## src/rtl/sprite_rom_arbiter.sv

```systemverilog
// sprite_rom_arbiter
//   Shares one sprite ROM between NUM_REQ sprite drawers during the
//   frame-buffer write pass. One requester is granted per cycle, round-robin.
//   The granted address is registered onto rom_addr, and the read is tagged
//   with the requester ID. The word comes back with that ID ROM_LAT+1 cycles
//   after the grant cycle.
//
// Handshake: req[i] is a valid that is held, together with its address,
//   until gnt[i] is seen. gnt is the ready. A request is accepted at the
//   clock edge that ends the cycle in which gnt[i]=1. The return path has no
//   back-pressure: rd_valid is a one-cycle pulse.
//
// Optional feature (macro SPRITE_ARB_STATS_EN): adds conflict_cnt, a
//   saturating count of edges with two or more simultaneous requests. It is
//   cleared by frame_start.
//
// Ports:
//   Clk50        in   system clock
//   Reset_n      in   asynchronous active-low reset
//   frame_start  in   one-cycle pulse, restarts the round-robin pointer at 0
//   req          in   [NUM_REQ]         request per drawer
//   addr         in   [NUM_REQ*ADDR_W]  drawer i address at [i*ADDR_W +: ADDR_W]
//   gnt          out  [NUM_REQ]         one-hot combinational grant
//   rom_addr     out  [ADDR_W]          registered ROM address
//   rom_data     in   [DATA_W]          ROM read data
//   rd_valid     out  returned word valid (one-cycle pulse)
//   rd_id        out  [ID_W]            requester of the returned word
//   rd_data      out  [DATA_W]          returned word (rom_data passthrough)
//   busy         out  any read in flight
//   conflict_cnt out  [16]              conflict counter (SPRITE_ARB_STATS_EN only)
module sprite_rom_arbiter #(
    parameter int NUM_REQ = 4,
    parameter int ADDR_W  = 18,
    parameter int DATA_W  = 4,
    parameter int ROM_LAT = 2,
    parameter int ID_W    = 3
) (
    input  logic                      Clk50,
    input  logic                      Reset_n,
    input  logic                      frame_start,
    input  logic [NUM_REQ-1:0]        req,
    input  logic [NUM_REQ*ADDR_W-1:0] addr,
    output logic [NUM_REQ-1:0]        gnt,
    output logic [ADDR_W-1:0]         rom_addr,
    input  logic [DATA_W-1:0]         rom_data,
    output logic                      rd_valid,
    output logic [ID_W-1:0]           rd_id,
    output logic [DATA_W-1:0]         rd_data,
    output logic                      busy
`ifdef SPRITE_ARB_STATS_EN
    ,
    output logic [15:0]               conflict_cnt
`endif
);

    logic [ID_W-1:0]   ptr;
    logic              gnt_any;
    logic [ID_W-1:0]   gnt_idx;
    logic [ADDR_W-1:0] gnt_addr;

    // Tag pipeline: stage 0 is loaded at the grant edge, and stage ROM_LAT
    // lines up with valid rom_data.
    logic [ROM_LAT:0]  tag_v;
    logic [ID_W-1:0]   tag_id [ROM_LAT+1];

    // Cyclic search from ptr. The first pass takes the lowest index >= ptr.
    // If that finds nothing, the second pass takes the lowest index below
    // ptr. Together they give the order ptr, ptr+1, ..., NUM_REQ-1, 0, ...
    always_comb begin
        gnt      = '0;
        gnt_any  = 1'b0;
        gnt_idx  = '0;
        gnt_addr = '0;
        for (int i = 0; i < NUM_REQ; i++) begin
            if (!gnt_any && Reset_n && req[i] && (ID_W'(i) >= ptr)) begin
                gnt_any  = 1'b1;
                gnt_idx  = ID_W'(i);
                gnt[i]   = 1'b1;
                gnt_addr = addr[i*ADDR_W +: ADDR_W];
            end
        end
        for (int i = 0; i < NUM_REQ; i++) begin
            if (!gnt_any && Reset_n && req[i] && (ID_W'(i) < ptr)) begin
                gnt_any  = 1'b1;
                gnt_idx  = ID_W'(i);
                gnt[i]   = 1'b1;
                gnt_addr = addr[i*ADDR_W +: ADDR_W];
            end
        end
    end

    always_ff @(posedge Clk50 or negedge Reset_n) begin
        if (!Reset_n) begin
            ptr      <= '0;
            rom_addr <= '0;
            tag_v    <= '0;
            for (int k = 0; k <= ROM_LAT; k++) begin
                tag_id[k] <= '0;
            end
        end else begin
            if (gnt_any) begin
                rom_addr <= gnt_addr;
            end
            // frame_start wins over the grant's pointer advance. The grant
            // itself was already decided with the old pointer.
            if (frame_start) begin
                ptr <= '0;
            end else if (gnt_any) begin
                ptr <= (gnt_idx == ID_W'(NUM_REQ - 1)) ? '0 : gnt_idx + 1'b1;
            end
            tag_v     <= {tag_v[ROM_LAT-1:0], gnt_any};
            tag_id[0] <= gnt_idx;
            for (int k = 1; k <= ROM_LAT; k++) begin
                tag_id[k] <= tag_id[k-1];
            end
        end
    end

    assign rd_valid = tag_v[ROM_LAT];
    assign rd_id    = tag_id[ROM_LAT];
    assign rd_data  = rom_data;
    assign busy     = |tag_v;

`ifdef SPRITE_ARB_STATS_EN
    logic [15:0] conflict_q;

    always_ff @(posedge Clk50 or negedge Reset_n) begin
        if (!Reset_n) begin
            conflict_q <= '0;
        end else if (frame_start) begin
            conflict_q <= '0;
        end else if (($countones(req) >= 2) && (conflict_q != 16'hFFFF)) begin
            conflict_q <= conflict_q + 16'd1;
        end
    end

    assign conflict_cnt = conflict_q;
`endif

endmodule

```

## config.mk

```make
export PLATFORM = sky130hd
export DESIGN_NAME = sprite_rom_arbiter
export DESIGN_NICKNAME = d
export VERILOG_FILES = /design/src/rtl/sprite_rom_arbiter.sv
export SDC_FILE = /design/constraint.sdc
export NUM_CORES = 1
export LEC_CHECK = 0
export BUFFER_PORTS_ARGS = -buffer_cell sky130_fd_sc_hd__buf_4
export CAP_MARGIN = 10
export CORE_MARGIN = 1
export CORE_UTILIZATION = 30
export CTS_CLUSTER_SIZE = 20
export DETAILED_ROUTE_END_ITERATION = 7
export PLACE_DENSITY_LB_ADDON = 0.25
export SETUP_SLACK_MARGIN = 0.4
export SYNTH_ARGS = -nofsm -noshare
export SYNTH_HDL_FRONTEND = slang
export SYNTH_SLANG_ARGS = --single-unit
```

## constraint.sdc

```tcl
create_clock -name Clk50 -period 2.13 [get_ports Clk50]
set_input_delay 0.426 -clock Clk50 [delete_from_list [all_inputs] [get_ports Clk50]]
set_output_delay 0.426 -clock Clk50 [all_outputs]
set_load 0.02 [all_outputs]
```

==> impl_metrics.yaml <==
run_status:
  status: "complete, no violations"
power_and_ir_drop:
  switching_share: 0.3416
  p_clk_frac: 0.289
  powerDensity_mw_per_mm2: 550.2
  ir_drop_uv: 258.6
  p_sw_uw: 744.8
  share_comb_of_total_power: 0.398
  p_leak_nw: 1.859
  power_frac_seq: 0.313
  power_mw: 2.180
  internal_power_mw: 1.435
timing:
  timing.final.crit_share: 0.9429
  grt_setup_unrepaired: "yes"
  fin_tns_setup_ns: 0
  finClkSkew_ns: 0.006939
  period_minus_slack_ns: 2.008
  finalHoldViolations: 0
  slew_headroom: 0.5976
  slew_viol_final: 0
  final-setup-viol-count: 0
  tightest_slew_ns: 0.6029
  max_clock_freq_mhz: 497.9
detailed_routing:
  first_pass_iters: 5
  drc: 0
  drt_iter0_markers: 229
  wire_per_inst_um: 19.01
  viasPerCell: 5.693
  drtAntennaViolNets: 0
  wirelength_um: 10170
  num_vias: 3046
worst_hold_path:
  hp-class: "input pin to asynchronous set/reset pin"
global_route:
  overflow: 0
  track_usage: 0.2240
  grt_max_degree: 30
  grt_pass1_wl_um: 15200
  antenna_found_initial: 0
  grt_pass1_vias: 3034
cells_and_area:
  drive_above_1_share: 0.4535
  multi_input_area_mm2: 0.001785
  antenna_cells: 0
  fin_nets: 512
  ff_latch_area_um2: 728.2
  syn2layout_area_growth_pct: 55.55
  n_fill_cell: 809
cts:
  cts.htree.levels: 2
  cts_tree: "done"
  cts_root_buf: "clkbuf_8"
  path_clk_slew_ns: 0.08
  cts_hold_buf: 0
  numClockSinks: 29
  cts_made_buffers: 5
  ctsLongestPathBuffers: 2
  insertion_delay_ns: 0.29
worst_setup_path:
  crit_path_max_incr_delay_ns: 0.49
  rr_endpoint: "rom_addr[11]"
  worstSetupEndpointType: "primary output"
  critPathKind: "flop to primary output"
  critPathLaunchType: "flop"
  crit_arrival_ns: 1.58
  worstPathRequired_ns: 1.70
  worstPathCellList: "nor2b_2 -> o21bai_2 -> a21boi_2 -> o22ai_1 -> nor2b_2 -> buf_6"
  timing.critical_path.mode_cell: "nor2b_2"
  timing.rr.start: "ptr[1]"
  rrSetupSlack_ns: 0.28
  worst-path-max-fanout: 6
  worstSetupStartpoint: "ptr[1]"
  r2r_cells: 8
  crit_slowest_cell: "dfrtp_2"
logic_synthesis:
  ys_seq_area_frac: 0.2849
  yosys_register_bits: 29
  syn_area_mm2: 0.002547
  synth-async-reset-ratio: 1.000
  yosys-top-cells-area: "dfrtp_1 28%, nand2_1 9.4%, o21ai_0 7.3%"
  synth_top_flop_cell: "dfrtp_1"
  yosysWarnings: 0
  yosysUniqueCellTypes: 38
  yosysTopAreaCell: "dfrtp_1"
  synth_cells: 316
  synth_edf_count: 0
  synth.net_count: 399
  synth_commonest_cells: "64 x nand2_1, 37 x o21ai_0, 29 x dfrtp_1, 21 x a21oi_1, 21 x and2_1"
  avgSynthCellArea_um2: 8.062
  yosysMostFrequentCell: "nand2_1"
  synth_top_area_share: 0.2849
floorplan:
  start_util: 0.3100
  io_pins: 114
  die_x_um: 94.15
  die_area_mm2: 0.008864
  rows: 33
  core_mm2: 0.008217
  die_h_um: 94.15
place:
  io_buffers: 104
  dp_hpwl_um: 6338
  gp_congestion: 0.8154
job:
  cap_violations: 0
==> critical path: cells and delay by family (launching register included) <==
family          cells  cell delay, ns
buf+inv             1            0.13
compound gates      3            0.34
simple gates        2            0.32
flops               1            0.49
==> per-layer routing <==
| layer | GRT usage | vias to the layer above | part of all wire |
|---|---|---|---|
| met5 | 0 | - | 0 |
| met4 | 0.1038 | 0 | 0.018 |
| met3 | 0.05178 | 19 | 0.093 |
| met2 | 0.3671 | 188 | 0.49 |
| met1 | 0.2754 | 1440 | 0.40 |
| li1 | - | 1399 | - |
==> per-stage QoR <==
step	util	cell area, µm²	hold WS, ns	cells	setup slack, ns
finish	0.4823	3963	0.2849	535	0.1216
global route	0.4823	3963	0.3055	535	0.04636
CTS	0.4634	3807	0.3026	531	0.1498
detailed placement	0.4104	3372	0.3347	504	0.08391
global placement	0.4104	3372	0.3341	504	0.1197
floorplan	-	2550	0.1304	316	0.4004
==> cells in the final DEF, fill, tap and decap left out, types with 2 or more instances in the layout <==
master,instances
and3_1,18
o21ai_0,37
nor2b_2,2
a21boi_2,2
buf_4,127
and2_1,19
buf_16,2
o221ai_2,2
nand2_1,61
a22o_1,18
dfrtp_1,27
nand2b_1,3
nand2_2,3
or2_4,2
clkbuf_16,2
nor2_4,2
a221oi_2,12
dfrtp_2,2
a21oi_1,20
and2_4,2
clkbuf_8,6
inv_1,4
buf_12,2
a221oi_4,6
nor3_4,2
o221ai_1,16
buf_6,7
nand3b_1,2
==> registers in the layout, indices dropped and copies added, names as in the netlist <==
register and cells:
ptr 2, rom_addr 18, tag_id 4, rd_id 2
tag_v 3
==> power by group through the flow <==
stage / sequential [mW] / clock, mW / combinational (mW)
finish: 0.683 / 0.630 / 0.867
global route: 0.690 / 0.659 / 0.930
global placement: 0.694 / 0 / 0.723
detailed placement: 0.691 / 0 / 0.734
floorplan: 0.756 / 0 / 0.343
CTS: 0.682 / 0.630 / 0.818
==> worst max path at each step <==
stage                     slack (ns)           to
final                           0.12       gnt[0]
after global routing            0.05       gnt[0]
after CTS                       0.15       gnt[0]
after detailed placement        0.08  rom_addr[2]
after global placement          0.12       gnt[0]
after floorplan                 0.40       gnt[2]
==> area by class of cell <==
cell class / instances / area share
clock buffers: 6 / 0.02084
clock inverters: 2 / 0.009473
inverters: 4 / 0.003789
multi-input cells: 248 / 0.4506
flip-flops and latches: 29 / 0.1838
well taps: 105 / 0.03315
repair buffers: 141 / 0.2984
==> what timing repair did <==
action	4_1_cts	5_1_grt
setup buffers	17	2
pin swaps	11	39
endpoints found under the setup margin	23	24
cloned	2	2
gates resized for setup	30	15
==> cell families (layout without fill, tap and decap cells) <==
group                  count (synthesis)  count (layout)  synth area share
DFF                                   29              29            0.2849
AOI/OAI and AO/OA                    124             124            0.3713
and+or+nand+nor                      123             123            0.2515
buffers and inverters                 39             153           0.09086
other                                  1               1          0.001472
(Power assumes the default switching activity.)
